===== config.mk =====
export PLATFORM = sky130hd
export DESIGN_NAME = harvard_store_buffer_flat
export DESIGN_NICKNAME = d
export VERILOG_FILES = /design/src/rtl/mips_mem_pkg.sv /design/src/rtl/harvard_store_buffer_if.sv /design/src/rtl/harvard_sb_fifo.sv /design/src/rtl/harvard_store_buffer.sv /design/src/flat_wrapper.sv
export SDC_FILE = /design/constraint.sdc
export NUM_CORES = 1
export LEC_CHECK = 0
export ABC_AREA = 1
export CORE_AREA = 4 4 218 220
export DETAILED_ROUTE_END_ITERATION = 8
export DIE_AREA = 0 0 222 224
export MAX_ROUTING_LAYER = met4
export PLACE_DENSITY = 0.6
export SLEW_MARGIN = 10
export SYNTH_ARGS = -nofsm -noshare
export SYNTH_HDL_FRONTEND = slang
export SYNTH_SLANG_ARGS = --single-unit

===== constraint.sdc =====
create_clock -name clk -period 6.14 [get_ports clk]
set_input_delay 1.228 -clock clk [delete_from_list [all_inputs] [get_ports clk]]
set_output_delay 1.228 -clock clk [all_outputs]
set_load 0.02 [all_outputs]

===== src/rtl/mips_mem_pkg.sv =====
// mips_mem_pkg: shared types and defaults for the data-side memory path
package mips_mem_pkg;
  typedef logic [31:0] word_t;
  typedef enum logic {RUN, FLUSH} sb_state_t;
  localparam int SB_DEPTH_DEFAULT = 4;
  function automatic logic same_word(word_t a, word_t b);
    return a[31:2] == b[31:2];
  endfunction
endpackage


===== src/rtl/harvard_store_buffer_if.sv =====
// harvard_store_buffer_if: CPU-side and data-RAM-side signals of the store buffer
interface harvard_store_buffer_if;
  import mips_mem_pkg::*;
  word_t cpu_address;
  logic cpu_write;
  logic cpu_read;
  word_t cpu_writedata;
  word_t cpu_readdata;
  logic cpu_stall;
  logic flush;
  word_t mem_address;
  logic mem_write;
  logic mem_read;
  word_t mem_writedata;
  word_t mem_readdata;
  logic [4:0] count;
  logic empty;
  modport slave (
    input cpu_address, cpu_write, cpu_read, cpu_writedata, flush, mem_readdata,
    output cpu_readdata, cpu_stall, mem_address, mem_write, mem_read, mem_writedata, count, empty
  );
  modport master (
    output cpu_address, cpu_write, cpu_read, cpu_writedata, flush, mem_readdata,
    input cpu_readdata, cpu_stall, mem_address, mem_write, mem_read, mem_writedata, count, empty
  );
endinterface


===== src/rtl/harvard_sb_fifo.sv =====
// harvard_sb_fifo: circular store storage with wrap-bit pointers; entries exposed for forwarding
module harvard_sb_fifo import mips_mem_pkg::*; #(
  parameter int DEPTH = SB_DEPTH_DEFAULT,
  localparam int AW = $clog2(DEPTH)
) (
  input  logic clk,
  input  logic reset_n,
  input  logic push,
  input  logic pop,
  input  word_t push_addr,
  input  word_t push_data,
  output word_t addr_q [DEPTH],
  output word_t data_q [DEPTH],
  output logic [AW-1:0] head,
  output logic [4:0] count
);
  logic [AW:0] wr_ptr, rd_ptr, diff;
  always_ff @(posedge clk or negedge reset_n)
    if (!reset_n) begin
      wr_ptr <= '0;
      rd_ptr <= '0;
    end else begin
      if (push) wr_ptr <= wr_ptr + 1'b1;
      if (pop) rd_ptr <= rd_ptr + 1'b1;
    end
  // storage survives reset; only the pointers decide what is valid
  always_ff @(posedge clk)
    if (push) begin
      addr_q[wr_ptr[AW-1:0]] <= push_addr;
      data_q[wr_ptr[AW-1:0]] <= push_data;
    end
  assign diff = wr_ptr - rd_ptr;
  assign head = rd_ptr[AW-1:0];
  assign count = 5'(diff);
endmodule


===== src/rtl/harvard_store_buffer.sv =====
// harvard_store_buffer: store buffer between CPU and data RAM with load forwarding,
// load-first port arbitration and a RUN/FLUSH drain FSM
module harvard_store_buffer import mips_mem_pkg::*; #(
  parameter int DEPTH = SB_DEPTH_DEFAULT
) (
  input logic clk,
  input logic reset_n,
  harvard_store_buffer_if.slave bus
);
  localparam int AW = $clog2(DEPTH);
  word_t addr_q [DEPTH];
  word_t data_q [DEPTH];
  word_t fwd_data;
  logic [AW-1:0] head;
  logic [4:0] count;
  sb_state_t state;
  logic in_flush, full, rd_req, push, pop, hit;
  harvard_sb_fifo #(.DEPTH(DEPTH)) u_fifo (
    .clk(clk), .reset_n(reset_n), .push(push), .pop(pop),
    .push_addr(bus.cpu_address), .push_data(bus.cpu_writedata),
    .addr_q(addr_q), .data_q(data_q), .head(head), .count(count)
  );
  assign in_flush = state == FLUSH;
  assign full = count == 5'(DEPTH);
  assign rd_req = bus.cpu_read & ~bus.cpu_write & ~in_flush;
  assign push = bus.cpu_write & ~in_flush & ~full;
  // any cpu_read holds the port, even alongside a write, so stores can be parked
  assign pop = (count != 5'd0) & (in_flush | ~bus.cpu_read);
  // scanning oldest to youngest lets the youngest match win
  always_comb begin
    hit = 1'b0;
    fwd_data = '0;
    for (int k = 0; k < DEPTH; k++)
      if (5'(k) < count && same_word(addr_q[head + AW'(k)], bus.cpu_address)) begin
        hit = 1'b1;
        fwd_data = data_q[head + AW'(k)];
      end
  end
  assign bus.mem_read = reset_n & rd_req & ~hit;
  assign bus.mem_write = pop;
  assign bus.mem_address = bus.mem_read ? bus.cpu_address : addr_q[head];
  assign bus.mem_writedata = data_q[head];
  assign bus.cpu_readdata = hit ? fwd_data : bus.mem_readdata;
  assign bus.cpu_stall = in_flush ? (bus.cpu_read | bus.cpu_write) : (bus.cpu_write & full);
  assign bus.count = count;
  assign bus.empty = count == 5'd0;
  always_ff @(posedge clk or negedge reset_n)
    if (!reset_n) state <= RUN;
    else state <= in_flush ? (count <= 5'd1 ? RUN : FLUSH) : (bus.flush ? FLUSH : RUN);
endmodule

===== src/flat_wrapper.sv =====
// flat-port wrapper written by rule: the top's interface ports become plain ports
module harvard_store_buffer_flat import mips_mem_pkg::*;
#(
  parameter int DEPTH = SB_DEPTH_DEFAULT
)
  (clk, reset_n, bus_cpu_address, bus_cpu_write, bus_cpu_read, bus_cpu_writedata, bus_flush, bus_mem_readdata, bus_cpu_readdata, bus_cpu_stall, bus_mem_address, bus_mem_write, bus_mem_read, bus_mem_writedata, bus_count, bus_empty);
  harvard_store_buffer_if bus_i ();
  input logic clk;
  input logic reset_n;
  input wire logic [$bits(bus_i.cpu_address)-1:0] bus_cpu_address;
  input wire logic [$bits(bus_i.cpu_write)-1:0] bus_cpu_write;
  input wire logic [$bits(bus_i.cpu_read)-1:0] bus_cpu_read;
  input wire logic [$bits(bus_i.cpu_writedata)-1:0] bus_cpu_writedata;
  input wire logic [$bits(bus_i.flush)-1:0] bus_flush;
  input wire logic [$bits(bus_i.mem_readdata)-1:0] bus_mem_readdata;
  output wire logic [$bits(bus_i.cpu_readdata)-1:0] bus_cpu_readdata;
  output wire logic [$bits(bus_i.cpu_stall)-1:0] bus_cpu_stall;
  output wire logic [$bits(bus_i.mem_address)-1:0] bus_mem_address;
  output wire logic [$bits(bus_i.mem_write)-1:0] bus_mem_write;
  output wire logic [$bits(bus_i.mem_read)-1:0] bus_mem_read;
  output wire logic [$bits(bus_i.mem_writedata)-1:0] bus_mem_writedata;
  output wire logic [$bits(bus_i.count)-1:0] bus_count;
  output wire logic [$bits(bus_i.empty)-1:0] bus_empty;
  assign bus_i.cpu_address = bus_cpu_address;
  assign bus_i.cpu_write = bus_cpu_write;
  assign bus_i.cpu_read = bus_cpu_read;
  assign bus_i.cpu_writedata = bus_cpu_writedata;
  assign bus_i.flush = bus_flush;
  assign bus_i.mem_readdata = bus_mem_readdata;
  assign bus_cpu_readdata = bus_i.cpu_readdata;
  assign bus_cpu_stall = bus_i.cpu_stall;
  assign bus_mem_address = bus_i.mem_address;
  assign bus_mem_write = bus_i.mem_write;
  assign bus_mem_read = bus_i.mem_read;
  assign bus_mem_writedata = bus_i.mem_writedata;
  assign bus_count = bus_i.count;
  assign bus_empty = bus_i.empty;
  harvard_store_buffer #(.DEPTH(DEPTH)) u_core (.clk(clk), .reset_n(reset_n), .bus(bus_i));
endmodule

==> impl_results.md, run 1 <==
- FP Rows: slightly below 80
- Overall fraction of global-route tracks in use: 23.3%
- Area Overhead vs Synth: 20.0%
- Class of the worst hold path: register to register
- Synthesized flop and latch total: 263
- Worst-Margin Slew: between 1000 and 1500 ps
- Post-CTS sizing: 0
- Core Box Area: between 40000 and 50000 sq um
- Setup-failing EPs final: 0
- DRT iter0 DRCs: around 1500
- Post-Syn Area: between 15000 and 20000 sq um
- Post-layout net count: 2812
- Via Count: about 18000
- Crit-path slowest cell: dfrtp_4
- Period Utilization, post-route: 95.6%
- Die span in x: ~220 microns
- # port buffers: around 200
- Clk_lat worst skew: approximately 600 ps
- WHS: 509 ps
- Post-Place Cell Area: slightly above 20000 sq um
- RD Place Congestion: between 0.8 and 0.9
- Vias in the first global route: about 17000
- Full die area: 49700 sq um
- Largest cells by area after synthesis: edfxtp_1 42%, nand2_1 23%, nand3_1 12%, o21ai_0 5.5%, inv_1 3.7%
- Initial Util: about two fifths
- I/O Pins: 206
- DR WL/cell: between 15 and 20 microns
- Drt pass-1 iters: 7
- Synth area leader: edfxtp_1
- FMAX: 170 MHz
- Netlist cell types: 32
- Delay-heaviest family, CP: buffers and inverters
- CP Launch Type: register
- Critical Path End Type: output pin
- Crit Path Max Fanout: ~60
- Syn Inst Count: 2573
- Post-CTS Hold Buffers: 0
- DRC viols: 0
- Clock-pin transition on the worst setup and hold timing paths: approximately 60 ps
- CTS tree: yes
- Utilization after layout: around half
- Buffers and inverters on the worst path: 3
- RSZ-0062 raised after global routing: false
- Ratio of cells with drive above 1 in the final layout: roughly 3.8%
- Outcome: finished, final reports clean
- Clk buf depth: 3
- VDD IR max: around 0.00057 V
- Largest net degree at the start of global routing: 102
- Final Slew Violations: 0
- Clk sink count: about 260
- Slew headroom: between 20% and 30%
- Crit path top cell by count: nand2_1
- Final Skew: 28.4 ps
- CP required: around 4900 ps
- Fin. Hold Viols: 0
- Worst setup path category: register to output pin
- Pwr/cell area: 518 nW/um^2
- Post-route ant nets: 0
- Clock Root Buffer: clkbuf_16
- Reg2reg setup slack: 2110 ps
- Worst path max stage delay: 630 ps
- Chip Height: roughly 220 microns
- Total power: between 10000 and 15000 uW
- Setup TNS: 0 ps
- Initial antenna violation count: 5
- Syn Area/Cell: 7.04 sq um
- Seq/Total Area, Yosys: 43.4%
- Inserted Clock Buffers: 30
- H-tree levels: 1
- First-pass GRT wire length: a little over 90000 microns
- Worst EP arrival: between 4000 and 5000 ps
- Detail Placement HPWL: approximately 38000 microns
- Drt total wl: between 50000 and 60000 microns
- Total grt overflow: 0
- Top cell type's share of synthesized area: a little over two fifths
- Leak pwr: between 0.009 and 0.01 uW
- Vias per cell: around 5.4
- Yosys warnings: 0
- Final instance area: approximately 22000 sq um
- Crit path time final: 5870 ps
- CP cell instances: ha_4, clkbuf_8, nand3_1, nand2_1, xor2_1, nand2_1, nor2_1, nand2_1, nor2_1, nand2_2, nand2_1, nor2_4, nand2_1, buf_4, nand2_1, nand2_1, clkdlybuf4s50_1
- Max-cap violations: 0
- Number of setup buffers added after CTS: 0
==> cells in the mapped netlist <==
master / instances
a21oi_1: 6
a21oi_2: 1
a31oi_1: 1
and2_1: 1
buf_1: 14
buf_2: 59
buf_4: 15
buf_6: 3
clkbuf_1: 54
clkinv_1: 1
conb_1: 1
dfrtp_1: 7
edfxtp_1: 256
fa_1: 1
ha_1: 6
inv_1: 181
inv_2: 5
mux2i_1: 64
nand2_1: 1116
nand2_2: 1
nand3_1: 420
nand3b_1: 1
nand4_1: 14
nor2_1: 116
nor2_2: 1
nor2_4: 3
nor3_1: 1
o211ai_1: 1
o21ai_0: 200
o21ai_1: 1
o22ai_1: 3
xor2_1: 19
==> worst register-to-register path: cells and delay by family, from the launching register on <==
| family | cells | cell delay [ps] |
|---|---|---|
| simple gates | 4 | 1640 |
| flops | 1 | 650 |
| buf+inv | 3 | 820 |
| fa+ha+maj | 1 | 570 |
==> cells in the final DEF, fill, tap and decap left out, types with 5 or more instances in the layout <==
master	n
nand2_1	1115
nand3_1	420
edfxtp_1	256
clkdlybuf4s50_1	203
o21ai_0	200
inv_1	181
nor2_1	111
mux2i_1	64
clkbuf_16	30
buf_4	25
xor2_1	19
nand4_1	14
buf_12	9
nor2_4	7
clkinv_2	6
clkinv_1	6
a21oi_1	6
diode_2	5
ha_1	5
clkbuf_1	5
bufinv_16	5
buf_6	5
dfrtp_1	5
==> path summary, 6_finish.rpt <==
check                                                    startpoint                                  end  cells past startpoint
worst max register to register  u_core.u_fifo.rd_ptr[1]$_DFFE_PN0P_   u_core.u_fifo.addr_q[64]$_DFFE_PP_                      8
worst min register to register  u_core.u_fifo.wr_ptr[2]$_DFFE_PN0P_  u_core.u_fifo.wr_ptr[2]$_DFFE_PN0P_                      1
min in group asynchronous                                   reset_n  u_core.u_fifo.rd_ptr[0]$_DFFE_PN0P_                      1
worst max-delay path            u_core.u_fifo.rd_ptr[1]$_DFFE_PN0P_                   bus_mem_address[6]                     17
worst min-delay path            u_core.u_fifo.wr_ptr[2]$_DFFE_PN0P_  u_core.u_fifo.wr_ptr[2]$_DFFE_PN0P_                      1
max in group asynchronous                                   reset_n  u_core.u_fifo.rd_ptr[1]$_DFFE_PN0P_                      1
==> report_power, final <==
group          switching, uW  internal [uW]  total [uW]
Combinational           4710           2360        7070
Sequential               132           2200        2340
Clock                    754           1110        1860
==> flip-flops by register name (all words and copies together), names as in the netlist <==
name                  count
u_core.u_fifo.wr_ptr      3
u_core.u_fifo.addr_q    128
u_core.u_fifo.data_q    128
u_core.in_flush           1
u_core.u_fifo.rd_ptr      3
==> metrics by stage <==
stage / setup slack (ps) / std cells
2_1_floorplan: 1280 / 2574
3_3_place_gp: 449 / 3272
3_5_place_dp: 433 / 3272
4_1_cts: 112 / 3326
5_1_grt: 5.91 / 3331
6_report: 270 / 3331
==> metal layers <==
metal  vias to the layer above  GRT usage [%]  wire length, microns
met5                         -              -                     0
met4                         0           8.92                  1750
met3                       127           3.15                  4250
met2                       732           37.7                 27300
li1                       8716              -                     -
met1                      8300           30.1                 25300
==> cell families after synthesis <==
| logic type | share of synthesized area, % |
|---|---|
| buffers and inverters | 7.72 |
| AND/OR/NAND/NOR | 38.0 |
| XOR/XNOR | 0.918 |
| other | 0.0207 |
| flip-flops | 43.4 |
| multiplexers | 3.53 |
| adder cells (fa/ha/maj) | 0.525 |
| AO/OA/AOI/OAI | 5.94 |
==> area by class of cell <==
class	count	area, sq um
Fill cell	4413	23500
Clock buffer	35	769
Clock inverter	19	248
Tap cell	600	751
Sequential cell	263	7870
Inverter	187	708
Timing Repair Buffer	243	2470
Multi-Input combinational cell	1979	8910
Antenna cell	5	12.5
(Power assumes the default switching activity.)
==> inputs of run 2 (changes only) <==
--- a/config.mk
+++ b/config.mk
@@ -9,6 +9,7 @@
 export CORE_AREA = 4 4 218 220
 export DETAILED_ROUTE_END_ITERATION = 8
 export DIE_AREA = 0 0 222 224
+export GPL_TIMING_DRIVEN = 0
 export MAX_ROUTING_LAYER = met4
 export PLACE_DENSITY = 0.6
 export SLEW_MARGIN = 10
==> impl_results.md, run 2 (same netlist as run 1, synthesis figures left out) <==
- Outcome: finished, final reports clean
- RSZ-0062 raised after global routing: false
- Clk_lat worst skew: 590 ps (about the same)
- Ratio of cells with drive above 1 in the final layout: 5.80% (+2.0 points)
- Vias per cell: 5.69 (+6.0%)
- Initial Util: 40.0% (unchanged)
- Clk sink count: 263 (unchanged)
- Met2 wire len: 32200 microns (+18%)
- Initial antenna violation count: 2 (-3)
- CP Launch Type: register
- H-tree levels: 1 (unchanged)
- Drt total wl: 76000 microns (+30%)
- CP required: 4910 ps (about the same)
- Final Skew: 22.6 ps (-5.71 ps)
- Final instance area: 22400 sq um (+2.9%)
- Area of the multi-input gates: 8910 sq um (about the same)
- DRT iter0 DRCs: 2721 (+81%)
- Worst setup path category: register to output pin
- Largest net degree at the start of global routing: 22 (-78%)
- Worst EP arrival: 4800 ps (+160 ps)
- Detail Placement HPWL: 53900 microns (+42%)
- Internal: 5940 uW (+4.8%)
- Max-cap violations: 0 (unchanged)
- Top Layer Used: met4
- Switch Pwr: 6620 uW (+18%)
- Vias in the first global route: 18300 (+8.4%)
- Worst path max stage delay: 610 ps (-20 ps)
- Worst-Margin Slew: 1020 ps (-147 ps)
- Period Utilization, post-route: 98.3% (+2.6 points)
- Pwr/cell area: 561 nW/um^2 (+8.3%)
- Total power: 12600 uW (+11%)
- Slew headroom: 32.0% (+10 points)
- M1 WL: 31400 microns (+24%)
- Crit Path Max Fanout: 10 (-84%)
- Fin. Hold Viols: 0 (unchanged)
- DRC viols: 0 (unchanged)
- Clock Root Buffer: clkbuf_16
- Post-layout net count: 2929 (+4.2%)
- First-pass GRT wire length: 110000 microns (+21%)
- Setup-failing EPs final: 0 (unchanged)
- Full die area: 49700 sq um (unchanged)
- Final Slew Violations: 0 (unchanged)
- RD Place Congestion: 0.979 (+10%)
- Sequential power share: 18.3% (-2.4 points)
- Logic pwr share: 66.0% (+3.2 points)
- Filler cells: 4466 (+1.2%)
- FP Rows: 78 (unchanged)
- Sw Share: 52.7% (+3.0 points)
- Via Count: 19600 (+9.7%)
- Clock-pin transition on the worst setup and hold timing paths: 60 ps (about the same)
- Critical Path End Type: output pin
- Leak pwr: 0.0103 uW (+3.6%)
- CTS tree: yes
- Clock power frac: 15.7% (-0.8 points)
- I/O Pins: 206 (unchanged)
- Drt pass-1 iters: 6 (-1)
- Core Box Area: 45300 sq um (unchanged)
- Setup TNS: 0 ps (unchanged)
- Area Overhead vs Synth: 23.5%
- Utilization after layout: 49.4% (+1.4 points)
- # port buffers: 203 (unchanged)
- Crit path top cell by count: nand2_1
- VDD IR max: 0.000320 V (-43%)
- Commonest non-fill, non-tap cell in the layout: nand2_1
- CP cell instances: ha_1, buf_4, clkbuf_4, buf_4, nand3_1, nand3_1, nand4_1, nor2_1, nand3_1, nor2_1, nand2_1, nand2_1, nor2_4, nand2_2, buf_4, nand2_1, nand2_1, clkdlybuf4s50_1
- Post-CTS Hold Buffers: 0 (unchanged)
- Crit path time final: 6030 ps (+163 ps)
- Chip Height: 224 microns (unchanged)
- WHS: 500 ps (-8.88 ps)
- Most frequent cells in the layout: 1115 x nand2_1, 420 x nand3_1, 256 x edfxtp_1, 201 x clkdlybuf4s50_1, 200 x o21ai_0
- FMAX: 166 MHz (-2.7%)
- DR WL/cell: 22.0 microns (+25%)
- Clk buf depth: 3 (unchanged)
- Post-Place Cell Area: 21200 sq um (+2.5%)
- Overall fraction of global-route tracks in use: 29.7% (+6.4 points)
- Inserted Clock Buffers: 31 (+3.3%)
- Die span in x: 222 microns (unchanged)
- Register area: 7860 sq um (about the same)
- Total grt overflow: 0 (unchanged)
- Class of the worst hold path: register to register
- Met3 WL: 9030 microns (+110%)
- Crit-path slowest cell: clkdlybuf4s50_1
- Post-route ant nets: 0 (unchanged)
==> run 2: cell types whose count changed in the layout (fill, tap and decap cells not counted), sizes merged, moves of 2 or more <==
| cell | delta |
|---|---|
| buf | +56 |
| clkbuf | +66 |
| dlymetal6s2s | +2 |
| diode | -3 |
| clkinv | -7 |
| clkdlybuf4s50 | -2 |
| inv | +3 |
==> run 2: per-stage QoR <==
stage	setup slack (ps)	cells
3_3_place_gp	-2160	3377
4_1_cts	44.6	3446
3_5_place_dp	-219	3389
6_report	107	3448
2_1_floorplan	1280	2574
5_1_grt	37.7	3448
==> run 2: area by class of cell <==
type | count | share of cell area, %
Clock inverter | 17 | 1.13
Sequential cell | 263 | 35.1
Tap cell | 600 | 3.36
Antenna cell | 2 | 0.0224
Buffer | 143 | 3.39
Inverter | 187 | 3.15
Timing Repair Buffer | 216 | 10.3
Multi-Input combinational cell | 1979 | 39.8
Clock buffer | 41 | 3.68
==> run 2: metal layers <==
layer | vias to the layer above | track usage, %
met4 | 0 | 11.8
met5 | - | -
met2 | 1275 | 43.2
met3 | 233 | 5.82
met1 | 9137 | 41.0
li1 | 8969 | -
==> run 2: critical path: cells and delay by family, from the launching register on <==
family / cells / cell delay [ps]
and+or+nand+nor: 12 / 1720
adders and majority gates: 1 / 320
buffers and inverters: 5 / 1690
DFF: 1 / 470
==> run 2: power by group through the flow <==
stage / clock, uW / sequential [uW] / combinational, uW
6_report: 1970 / 2290 / 8290
5_1_grt: 2070 / 2310 / 8850
4_1_cts: 1990 / 2290 / 7990
3_5_place_dp: 0 / 2330 / 7930
3_3_place_gp: 0 / 2370 / 7740
2_1_floorplan: 0 / 2320 / 4820
==> run 2: final timing paths <==
path	start	to	slack [ps]	cells after the start
hold / removal	u_core.u_fifo.wr_ptr[2]$_DFFE_PN0P_	u_core.u_fifo.wr_ptr[2]$_DFFE_PN0P_	500	1
setup / recovery	u_core.u_fifo.rd_ptr[1]$_DFFE_PN0P_	bus_mem_address[2]	110	18
hold reg to reg	u_core.u_fifo.wr_ptr[2]$_DFFE_PN0P_	u_core.u_fifo.wr_ptr[2]$_DFFE_PN0P_	500	1
max in group asynchronous	reset_n	u_core.u_fifo.rd_ptr[1]$_DFFE_PN0P_	4900	1
min in group asynchronous	reset_n	u_core.u_fifo.rd_ptr[0]$_DFFE_PN0P_	950	1
setup reg to reg	u_core.u_fifo.wr_ptr[0]$_DFFE_PN0P_	u_core.u_fifo.addr_q[23]$_DFFE_PP_	2620	11
==> run 2: repair_timing <==
| item | CTS | global route |
|---|---|---|
| endpoints found under the setup margin | 62 | 60 |
| resized for setup | 17 | 36 |
| setup buffers | 0 | 1 |
| pin swaps | 0 | 2 |
==> inputs of run 3 (changes only) <==
--- a/config.mk
+++ b/config.mk
@@ -7,12 +7,12 @@
 export LEC_CHECK = 0
 export ABC_AREA = 1
 export CORE_AREA = 4 4 218 220
+export CTS_CLUSTER_DIAMETER = 200
 export DETAILED_ROUTE_END_ITERATION = 8
 export DIE_AREA = 0 0 222 224
 export GPL_TIMING_DRIVEN = 0
 export MAX_ROUTING_LAYER = met4
 export PLACE_DENSITY = 0.6
-export SLEW_MARGIN = 10
 export SYNTH_ARGS = -nofsm -noshare
 export SYNTH_HDL_FRONTEND = slang
 export SYNTH_SLANG_ARGS = --single-unit
==> impl_results.md, run 3 (same netlist as run 1, synthesis figures left out) <==
- Crit path from: bus_cpu_address[23]
- Switch Pwr: 6630 uW (about the same)
- Area Overhead vs Synth: 23.6% (about the same)
- Clk sink count: 263 (unchanged)
- Utilization after layout: 49.5% (about the same)
- Worst-Margin Slew: 1020 ps (+2.71 ps)
- Register area: 7860 sq um (unchanged)
- Logic pwr share: 66.0% (about the same)
- Leak pwr: 0.0103 uW (+0.22%)
- Post-route ant nets: 0 (unchanged)
- Worst hold path startpoint: u_core.in_flush$_DFF_PN0_
- Total power: 12600 uW (about the same)
- H-tree levels: 1 (unchanged)
- DR WL/cell: 22.1 microns (+0.13%)
- Drt total wl: 76100 microns (about the same)
- Post-CTS Hold Buffers: 0 (unchanged)
- Chip Height: 224 microns (unchanged)
- Total grt overflow: 0 (unchanged)
- Inserted Clock Buffers: 31 (unchanged)
- Worst setup path category: input pin to output pin
- CTS tree: yes
- Vias in the first global route: 18200 (-0.56%)
- Clk buf depth: 3 (unchanged)
- First-pass GRT wire length: 110000 microns (+0.28%)
- Critical Path End Type: output pin
- Sequential power share: 18.3% (about the same)
- Filler cells: 4463 (-0.067%)
- DRT iter0 DRCs: 2608 (-4.2%)
- Clock-pin transition on the worst setup and hold timing paths: 60 ps (about the same)
- WHS Endpoint: u_core.in_flush$_DFF_PN0_
- Vias per cell: 5.73 (+0.78%)
- Die span in x: 222 microns (unchanged)
- Slew headroom: 31.8% (-0.18 points)
- FP Rows: 78 (unchanged)
- RD Place Congestion: 0.979 (unchanged)
- Ratio of cells with drive above 1 in the final layout: 5.97% (+0.18 points)
- Max-cap violations: 0 (unchanged)
- Class of the worst hold path: register to register
- M1 WL: 31100 microns (-1.0%)
- Via Count: 19800 (+0.72%)
- FMAX: 165 MHz (-0.22%)
- Fin. Hold Viols: 0 (unchanged)
- Met3 WL: 9270 microns (+2.6%)
- Sw Share: 52.8% (+0.059 points)
- CP Launch Type: input pin
- CP required: 4910 ps (about the same)
- Clk_lat worst skew: 620 ps (+30 ps)
- Crit path time final: 6050 ps (+13.1 ps)
- VDD IR max: 0.000337 V (+5.6%)
- Final Slew Violations: 0 (unchanged)
- Top Layer Used: met4
- Clock Root Buffer: clkbuf_16
- Initial Util: 40.0% (unchanged)
- Met2 wire len: 32500 microns (+0.81%)
- Detail Placement HPWL: 54000 microns (+0.20%)
- Initial antenna violation count: 0 (-2)
- N_diodes: 0 (-2)
- Final Skew: 18.4 ps (-4.29 ps)
- Post-layout net count: 2930 (+0.034%)
- # port buffers: 203 (unchanged)
- DRC viols: 0 (unchanged)
- Reg-to-Reg Start: u_core.u_fifo.wr_ptr[0]$_DFFE_PN0P_
- Reg2reg setup slack: 2670 ps (+50 ps)
- Worst EP arrival: 4820 ps (+20 ps)
- Area of the multi-input gates: 8910 sq um (unchanged)
- Worst R2R End: u_core.u_fifo.addr_q[57]$_DFFE_PP_
- Overall fraction of global-route tracks in use: 29.8% (+0.10 points)
- Full die area: 49700 sq um (unchanged)
- Drt pass-1 iters: 7 (+1)
- Setup-failing EPs final: 0 (unchanged)
- Largest net degree at the start of global routing: 24 (+9.1%)
- Core Box Area: 45300 sq um (unchanged)
- WHS: 516 ps (+15.5 ps)
- Pwr/cell area: 561 nW/um^2 (-0.12%)
- Most frequent cells in the layout: 1115 x nand2_1, 420 x nand3_1, 256 x edfxtp_1, 201 x clkdlybuf4s50_1, 200 x o21ai_0
- I/O Pins: 206 (unchanged)
- Commonest non-fill, non-tap cell in the layout: nand2_1
- Period Utilization, post-route: 98.5% (+0.21 points)
- Hold Crit Depth: 1 (unchanged)
- Setup TNS: 0 ps (unchanged)
- Clock power frac: 15.8% (about the same)
- Internal: 5930 uW (-0.15%)
- Outcome: finished, final reports clean
- Crit Path Max Fanout: 11 (+1)
- FF-to-FF path depth: 11 (unchanged)
-- run 3: area by class of cell --
cell class                      instances  area share, %
Inverter                              187           3.15
Clock inverter                         24           1.34
Clock buffer                           33           3.50
Buffer                                143           3.44
Timing Repair Buffer                  217           10.3
Tap cell                              600           3.35
Multi-Input combinational cell       1979           39.8
Sequential cell                       263           35.1
-- run 3: stage by stage --
stage	area (sq um)	instances	setup WS, ps
2_1_floorplan	18100	2574	1280
3_3_place_gp	20900	3377	-2160
3_5_place_dp	21200	3389	-251
4_1_cts	22300	3445	6.75
5_1_grt	22400	3446	-4.07
6_report	22400	3446	94.3
-- run 3: worst max-delay path, cell delays in order --
cell             delay (ps)
clkdlybuf4s50_1         820
inv_1                   130
nand3_1                 110
nand3_1                  90
nor2_1                  190
nand2_1                 200
nor2_4                  270
nand2_2                 210
nand2_1                 160
nor2_4                   80
nand2_2                 170
buf_4                   260
nand2_1                 150
nand2_1                 120
clkdlybuf4s50_1         610
-- run 3: routing by layer --
layer | global-route usage (%) | up-vias
met2 | 43.7 | 1306
met4 | 11.1 | 0
met5 | - | -
li1 | - | 8976
met1 | 40.9 | 9242
met3 | 6.09 | 232
-- run 3: timing repair --
item	in CTS	in global routing
resized for setup	22	37
endpoints found under the hold margin	0	0
buffers inserted	0	2
setup endpoints to repair	62	62
pin swaps	0	2
-- run 3: worst max-delay path by stage --
stage / end / slack (ps) / depth (start not counted)
2_1_floorplan: u_core.u_fifo.addr_q[0]$_DFFE_PP_ / 1280 / 8
3_5_place_dp: bus_mem_address[12] / -250 / 16
5_1_grt: bus_mem_address[2] / -4 / 19
4_1_cts: bus_cpu_readdata[28] / 7 / 18
3_3_place_gp: u_core.u_fifo.addr_q[121]$_DFFE_PP_ / -2160 / 3
6_report: bus_mem_address[2] / 90 / 15
-- run 3: power groups by stage --
stage / registers [uW] / logic [uW] / clock network (uW)
floorplan: 2320 / 4820 / 0
global placement: 2370 / 7740 / 0
detailed placement: 2330 / 7930 / 0
CTS: 2290 / 8010 / 2000
global route: 2310 / 8870 / 2070
finish: 2300 / 8280 / 1980
